**src/rtl/input_debounce.sv**
```systemverilog
// -----------------------------------------------------------------------------
// input_debounce
//
// Turns a raw asynchronous pin (button, switch, external strobe) into a clean
// level that is synchronous to clk_i. The pin first passes through a
// SYNC_STAGES-deep synchronizer. A four-state debounce FSM then accepts a new
// level only after DEBOUNCE_CYCLES consecutive synchronized samples agree.
// signal_o is meant to drive an edge detector directly.
//
// Ports
//   clk_i     system clock, all logic on posedge
//   rst_i     synchronous reset, active-high
//   async_i   raw asynchronous input
//   bypass_i  1 = skip debounce, signal_o follows the synchronized input
//   signal_o  debounced level (flop output)
//   busy_o    1 while a candidate transition is being qualified
// -----------------------------------------------------------------------------
module input_debounce #(
  parameter int   SYNC_STAGES     = 2,
  parameter int   DEBOUNCE_CYCLES = 1000,
  parameter int   CNT_WIDTH       = 16,
  parameter logic RESET_VALUE     = 1'b0
) (
  input  logic clk_i,
  input  logic rst_i,
  input  logic async_i,
  input  logic bypass_i,
  output logic signal_o,
  output logic busy_o
);

  typedef enum logic [1:0] {
    S_LOW  = 2'd0,
    S_RISE = 2'd1,
    S_HIGH = 2'd2,
    S_FALL = 2'd3
  } state_e;

  // Counter value on which the candidate level is accepted.
  localparam logic [CNT_WIDTH-1:0] CNT_LAST = CNT_WIDTH'(DEBOUNCE_CYCLES - 1);
  localparam logic [CNT_WIDTH-1:0] CNT_ONE  = CNT_WIDTH'(1);
  localparam state_e               RST_STATE = RESET_VALUE ? S_HIGH : S_LOW;

  logic [SYNC_STAGES-1:0] sync_chain_q;
  logic                   sync_q;
  state_e                 state_q;
  logic [CNT_WIDTH-1:0]   cnt_q;
  logic                   signal_q;

  // Plain shift chain; nothing between stages so each flop gets a full cycle
  // to resolve metastability.
  always_ff @(posedge clk_i) begin
    if (rst_i) begin
      sync_chain_q <= {SYNC_STAGES{RESET_VALUE}};
    end else begin
      sync_chain_q <= {sync_chain_q[SYNC_STAGES-2:0], async_i};
    end
  end

  assign sync_q = sync_chain_q[SYNC_STAGES-1];

  // Debounce FSM. cnt_q counts consecutive samples of the candidate level;
  // it restarts at 1 on every new candidate and is cleared on acceptance or
  // rejection, so it never exceeds CNT_LAST.
  always_ff @(posedge clk_i) begin
    if (rst_i) begin
      state_q  <= RST_STATE;
      cnt_q    <= '0;
      signal_q <= RESET_VALUE;
    end else if (bypass_i) begin
      // Keep state consistent with the output so that dropping bypass_i
      // resumes from a settled state without a glitch.
      signal_q <= sync_q;
      state_q  <= sync_q ? S_HIGH : S_LOW;
      cnt_q    <= '0;
    end else begin
      case (state_q)
        S_LOW: begin
          if (sync_q) begin
            state_q <= S_RISE;
            cnt_q   <= CNT_ONE;
          end
        end
        S_RISE: begin
          if (!sync_q) begin
            state_q <= S_LOW;
            cnt_q   <= '0;
          end else if (cnt_q == CNT_LAST) begin
            state_q  <= S_HIGH;
            signal_q <= 1'b1;
            cnt_q    <= '0;
          end else begin
            cnt_q <= cnt_q + CNT_ONE;
          end
        end
        S_HIGH: begin
          if (!sync_q) begin
            state_q <= S_FALL;
            cnt_q   <= CNT_ONE;
          end
        end
        S_FALL: begin
          if (sync_q) begin
            state_q <= S_HIGH;
            cnt_q   <= '0;
          end else if (cnt_q == CNT_LAST) begin
            state_q  <= S_LOW;
            signal_q <= 1'b0;
            cnt_q    <= '0;
          end else begin
            cnt_q <= cnt_q + CNT_ONE;
          end
        end
        default: begin
          state_q <= RST_STATE;
          cnt_q   <= '0;
        end
      endcase
    end
  end

  assign signal_o = signal_q;
  // Pure decode of the state register: no combinational path from inputs.
  assign busy_o   = (state_q == S_RISE) || (state_q == S_FALL);

endmodule

```
**config.mk**
```make
export PLATFORM = sky130hd
export DESIGN_NAME = input_debounce
export DESIGN_NICKNAME = d
export VERILOG_FILES = /design/src/rtl/input_debounce.sv
export SDC_FILE = /design/constraint.sdc
export NUM_CORES = 1
export LEC_CHECK = 0
export ABC_AREA = 1
export BUFFER_PORTS_ARGS = -buffer_cell sky130_fd_sc_hd__buf_2
export CAP_MARGIN = 20
export CORE_ASPECT_RATIO = 1.1
export CORE_MARGIN = 2
export CORE_UTILIZATION = 53
export CTS_CLUSTER_DIAMETER = 80
export DETAILED_ROUTE_END_ITERATION = 10
export PLACE_DENSITY_LB_ADDON = 0.1
export SLEW_MARGIN = 20
export SYNTH_ARGS = -nofsm -noshare
export SYNTH_HDL_FRONTEND = slang
export SYNTH_SLANG_ARGS = --single-unit
```
**constraint.sdc**
```tcl
create_clock -name clk_i -period 1.47 [get_ports clk_i]
set_input_delay 0.0735 -clock clk_i [delete_from_list [all_inputs] [get_ports clk_i]]
set_output_delay 0.0735 -clock clk_i [all_outputs]
set_load 0.005 [all_outputs]
```
==> results.json, run 1 <==
{
  "outcome": "finished, violations left",
  "violations": "negative setup slack",
  "yosysSeqAreaShare_pct": 35.0,
  "synthesis.nets": 192,
  "fmax_mhz": 667,
  "drv_slew": 0,
  "finalHoldViolCount": 0,
  "grt_pass1_wl_um": 4450,
  "stdcell_count": 247,
  "arrival_ps": 1720,
  "worst_pin_slew_ps": 246,
  "design.core.area_sq_mm": 0.00221,
  "critical-path-top-delay-family": "simple AND/OR/NAND/NOR gates",
  "relSlewSlack_pct": 83.5,
  "p_leak_nw": 0.722,
  "rsz0062_at_grt": "true",
  "cts_num_sinks": 21,
  "drt_iter0_markers": 19,
  "cp-start-kind": "register",
  "area_growth_pct": 30.8,
  "critPathKind": "register to register",
  "grt_use_met1_pct": 23.8,
  "die_h_um": 53.9,
  "synth_cell_types": 25,
  "r2r_start": "cnt_q[1]$_SDFFE_PP0P_",
  "report.final.setup_viol": 2,
  "grt_max_degree": 12,
  "antenna_found_initial": 0,
  "start_util_pct": 54.4,
  "whs_ps": 211,
  "busiest_layer": "met2",
  "path_cells": "ha_4 > nand2_4 > inv_2 > nand2_2 > nor2_4 > nand2_2 > nand3_1 > nand2_2 > buf_4 > buf_4 > nand3_1 > inv_1",
  "cts_tree": "done",
  "clkTransAtPathRegs_ps": 110,
  "dpl_cell_area_sq_mm": 0.00140,
  "clockBufferDepth": 2,
  "fin_skew_ps": 4.00,
  "power_density_mw_per_mm2": 715,
  "io_pins": 6,
  "fin_crit_ps": 1500,
  "drtAntennaViolNets": 0,
  "diodes": 0,
  "syn_area_sq_mm": 0.00120,
  "max-cap-violations": 0,
  "final_area_sq_mm": 0.00157,
  "power_mw": 1.12,
  "crit_buf_inv": 4,
  "slowest_delay_ps": 370,
  "syn-mean-instance-area_sq_um": 6.42,
  "cts_buffers": 3,
  "grt_pass1_vias": 1149,
  "ys_ff_latch": 21,
  "layout_common_cells": "35 x inv_1, 35 x nand2_1, 24 x nor2_1",
  "avgRoutedWirePerCell_um": 10.7,
  "vias": 1224,
  "routed_wl_um": 2650,
  "synth_cells": 187,
  "min_period_over_period_pct": 102,
  "hpwl_um": 1970,
  "ir_worst_vdd_uv": 623,
  "placementRows": 18,
  "die_w_um": 49.4,
  "ys_warn_count": 0,
  "cp.required_ps": 1690,
  "final_nets": 223,
  "slowest_stage": "dfxtp_2",
  "dp_cells": 238,
  "layout-drive-gt1-share_pct": 31.3,
  "vias_per_cell": 4.96,
  "cts-htree-levels": 1,
  "crit_path_start": "cnt_q[1]$_SDFFE_PP0P_",
  "insertion_delay_ps": 300,
  "timing.rr.end": "cnt_q[2]$_SDFFE_PP0P_",
  "min_path_type": "input pin to register",
  "nFillCells": 207,
  "cp-endpoint": "cnt_q[2]$_SDFFE_PP0P_",
  "track_usage_pct": 21.7,
  "io_buffers": 5,
  "r2r_cells": 12,
  "gr-usage-met3_pct": 3.89,
  "dr.pass1.iters": 4,
  "path_depth": 12,
  "regToRegSetupSlack_ps": -30,
  "end_kind": "register",
  "gp_congestion": 0.813,
  "use_met2_pct": 40.3,
  "crit_fanout": 2,
  "grt.overflow.total": 0,
  "final.setup.worst_slack_ps": -29.6,
  "cp_common_cell": "nand2_2",
  "die_area_sq_mm": 0.00266,
  "cts_root_buf": "clkbuf_4",
  "drc": 0
}
state kept, by name, summed over array words and instances, names as in the netlist, named ones only:
register / cells
sync_chain_q: 2
signal_o: 1
state_q: 1
cnt_q: 16
synth_stat cells:
library cell / number / area (sq um)
o21ai_1: 1 / 5.00
xnor2_2: 1 / 16.3
nand3_1: 11 / 55.1
nor3_2: 2 / 20.0
dfxtp_1: 21 / 420
nor2_4: 1 / 11.3
o21ai_0: 6 / 30.0
inv_1: 37 / 139
inv_2: 1 / 3.75
nand4_1: 3 / 18.8
a21oi_1: 8 / 40.0
nand2_1: 41 / 154
xnor2_1: 4 / 35.0
nor2_2: 4 / 25.0
a211oi_1: 1 / 7.51
buf_4: 1 / 7.51
nor3_1: 4 / 20.0
nor2_1: 30 / 113
or2_1: 1 / 6.26
nor3b_1: 1 / 7.51
xor2_1: 2 / 17.5
clkbuf_1: 2 / 7.51
nand2_4: 2 / 22.5
ha_1: 1 / 12.5
nand2_2: 1 / 6.26
per-layer routing:
layer  up-vias  wire length (um)
met5         -                 0
met4         0                59
met3         9                49
met2        15              1420
met1       570              1130
li1        630                 -
metrics by stage:
| step | utilization [%] | setup WS, ps | TNS (ps) |
|---|---|---|---|
| final | 71.2 | -29.6 | -56.4 |
| after global routing | 71.2 | -159 | -1260 |
| after CTS | 67.1 | -38.8 | -68.9 |
| after detailed placement | 63.6 | -100 | -264 |
| after global placement | 63.6 | -45.8 | -46.6 |
| after floorplan | - | 0.213 | 0 |
repair_timing:
action | in CTS | in global routing
gates resized for setup | 7 | 27
endpoints found under the hold margin | 2 | 0
hold buffers | 2 | 0
buffers inserted | 2 | 1
pin swaps | 2 | 11
setup endpoints to repair | 8 | 16
worst min path at each step:
stage,startpoint,depth (start not counted),endpoint,slack [ps]
4_1_cts,bypass_i,4,cnt_q[1]$_SDFFE_PP0P_,190
6_report,bypass_i,4,cnt_q[1]$_SDFFE_PP0P_,210
2_1_floorplan,rst_i,1,sync_chain_q[0]$_SDFF_PP0_,140
3_3_place_gp,async_i,3,sync_chain_q[0]$_SDFF_PP0_,280
3_5_place_dp,async_i,3,sync_chain_q[0]$_SDFF_PP0_,290
5_1_grt,bypass_i,4,cnt_q[6]$_SDFFE_PP0P_,220
area by class of cell:
class,count,area (sq um),share of cell area [%]
tap,30,37.5,2.39
inverter,38,143,9.08
clock buffer,4,26.3,1.67
sequential,21,428,27.2
multi-input combinational,125,711,45.2
timing repair buffer,29,226,14.4
kinds of logic after synthesis:
group / share of synthesized area [%]
simple gates: 38.2
buf+inv: 13.1
flops: 35.0
compound gates: 6.88
xor+xnor: 5.73
fa+ha+maj: 1.04
tightest hold or removal path, stage by stage:
cell	delay (ps)
buf_2	140
nor2_1	80
inv_1	130
a21oi_1	60
report_power, final:
part	switching, mW	total, mW	leakage, nW	internal, mW
logic	0.134	0.239	0.534	0.105
clock network	0.176	0.282	0.0150	0.106
registers	0.0167	0.602	0.173	0.586
Power figures use the tool's default switching activity.
==> run 2: changes to the inputs <==
CELL_PAD_IN_SITES_DETAIL_PLACEMENT = 2   (was not set)
CELL_PAD_IN_SITES_GLOBAL_PLACEMENT = 2   (was not set)
CORE_UTILIZATION = 29   (was 53)
==> run 2 against run 1 <==
  * The run still ends with negative setup slack left
  * Combinational power increased by 16%
  * Clock skew decreased by 1.8 ps
  * Register-to-register slack got worse by 60 ps
  * Sequential share of layout area decreased by 4.2 points
==> results.json, run 2 (same netlist as run 1, synthesis figures left out) <==
{
  "fmax_mhz": 639,
  "die_h_um": 71.5,
  "largest_reg_flops": 16,
  "rsz0062_at_grt": "true",
  "fin_crit_ps": 1560,
  "crit_buf_inv": 2,
  "layout-drive-gt1-share_pct": 45.5,
  "die_area_sq_mm": 0.00467,
  "vias_per_cell": 4.60,
  "cts_num_sinks": 21,
  "max-cap-violations": 0,
  "path_cells": "nand2_1 > inv_1 > nand2_1 > nor2_1 > nand2_2 > buf_6 > nand3_4 > nand2_4 > nor2_2 > nand3_1 > nand2_1 > nor2_1",
  "cts_root_buf": "clkbuf_8",
  "path_depth": 12,
  "report.final.setup_viol": 10,
  "track_usage_pct": 19.1,
  "routed_wl_um": 4720,
  "power_density_mw_per_mm2": 686,
  "grt_pass1_wl_um": 6900,
  "finalHoldViolCount": 0,
  "clkTransAtPathRegs_ps": 90,
  "clockBufferDepth": 2,
  "min_path_type": "input pin to register",
  "slowest_stage": "dfxtp_1",
  "fin_skew_ps": 2.19,
  "layout_commonest_cell": "inv_1",
  "diodes": 0,
  "grt_pass1_vias": 1430,
  "hpwl_um": 3070,
  "cp.required_ps": 1640,
  "grt.overflow.total": 0,
  "worst_pin_slew_ps": 296,
  "grt_max_degree": 12,
  "cp-start-kind": "register",
  "outcome": "finished, violations left",
  "design.core.area_sq_mm": 0.00396,
  "arrival_ps": 1730,
  "cts_buffers": 3,
  "die_w_um": 65.4,
  "end_kind": "register",
  "cts-htree-levels": 1,
  "crit_fanout": 5,
  "io_buffers": 5,
  "slowest_delay_ps": 350,
  "drt_iter0_markers": 29,
  "final_nets": 237,
  "reg_top3": "cnt_q: 16 flops, sync_chain_q: 2 flops",
  "relSlewSlack_pct": 80.1,
  "drc": 0,
  "drv_slew": 0,
  "cts_tree": "done",
  "avgRoutedWirePerCell_um": 16.7,
  "nFillCells": 479,
  "ir_worst_vdd_uv": 390,
  "cp_common_cell": "nand2_1",
  "violations": "negative setup slack",
  "vias": 1301,
  "r2r_cells": 12,
  "drtAntennaViolNets": 0,
  "io_pins": 6,
  "antenna_found_initial": 0,
  "insertion_delay_ps": 260,
  "min_delay_path_depth": 2,
  "p_leak_nw": 0.891,
  "critical-path-top-delay-family": "simple AND/OR/NAND/NOR gates",
  "layout_common_cells": "33 x inv_1, 30 x buf_4, 28 x nand2_1",
  "pre_cts_slack_ps": -209,
  "final.setup.worst_slack_ps": -94.5,
  "power_mw": 1.28,
  "start_util_pct": 30.3,
  "area_growth_pct": 55.0,
  "top_register": "cnt_q",
  "gp_congestion": 0.827,
  "stdcell_count": 283,
  "dr.pass1.iters": 5,
  "critPathKind": "register to register",
  "min_period_over_period_pct": 106,
  "placementRows": 24,
  "tns_ps": -261,
  "dp_cells": 271,
  "ctsHoldBuffers": 0
}
==> run 2: cell types whose count changed in the layout (fill, tap and decap cells not counted), moves of 3 or more <==
cell      change
clkbuf_8      +3
clkbuf_4      -3
nand2_1       -7
nand2_4       +7
a21oi_1       -3
nor2_1        -5
buf_6         +7
buf_4        +10
nor2_4        +3
nand3_1       -3
a21oi_2       +3
==> run 2: worst register-to-register path: stages (launching register included) <==
cell and delay [ps]:
dfxtp_1 350, nand2_1 100, inv_1 120, nand2_1 80, nor2_1 170, nand2_2 90, buf_6 150, nand3_4 60
nand2_4 60, nor2_2 120, nand3_1 70, nand2_1 60, nor2_1 40
==> run 2: metrics by stage <==
| step | utilization (%) | hold slack, ps | area, sq um |
|---|---|---|---|
| after floorplan | - | 145 | 1200 |
| after global placement | 37.9 | 282 | 1500 |
| after detailed placement | 37.9 | 291 | 1500 |
| after CTS | 41.7 | 3.12 | 1650 |
| after global routing | 47.0 | 7.73 | 1860 |
| final | 47.0 | 2.14 | 1860 |
==> run 2: power by group <==
part           switching [mW]  internal, mW
Clock                   0.212         0.193
Sequential             0.0123         0.583
Combinational           0.172         0.105
==> run 2: repair_timing <==
| item | CTS | global route |
|---|---|---|
| endpoints found under the setup margin | 17 | 17 |
| resized for setup | 26 | 49 |
| pin swaps | 7 | 26 |
| buffers inserted | 3 | 5 |
| hold endpoints to repair | 0 | 0 |
==> run 2: path summary, 6_finish.rpt <==
kind,startpoint,end,slack [ps]
worst max-delay path,cnt_q[8]$_SDFFE_PP0P_,register,-90
worst min-delay path,rst_i,sync_chain_q[1]$_SDFF_PP0_,2
worst max register to register,cnt_q[8]$_SDFFE_PP0P_,register,-90
worst min register to register,sync_chain_q[0]$_SDFF_PP0_,sync_chain_q[1]$_SDFF_PP0_,410
==> run 2: cell type report <==
cell class / count / area [sq um] / share of cell area [%]
multi-input combinational: 125 / 837 / 45.0
clock buffer: 4 / 45.0 / 2.42
timing repair buffer: 43 / 340 / 18.3
tap: 52 / 65.1 / 3.49
sequential: 21 / 429 / 23.1
inverter: 38 / 145 / 7.80
==> run 2: layer usage <==
metal  vias up  wire length [um]  GRT usage (%)
li1        651                 -              -
met1       644              1930           22.3
met2         4              2720           36.6
met3         2                43           2.51
met4         0                24           3.94
met5         -                 0              0
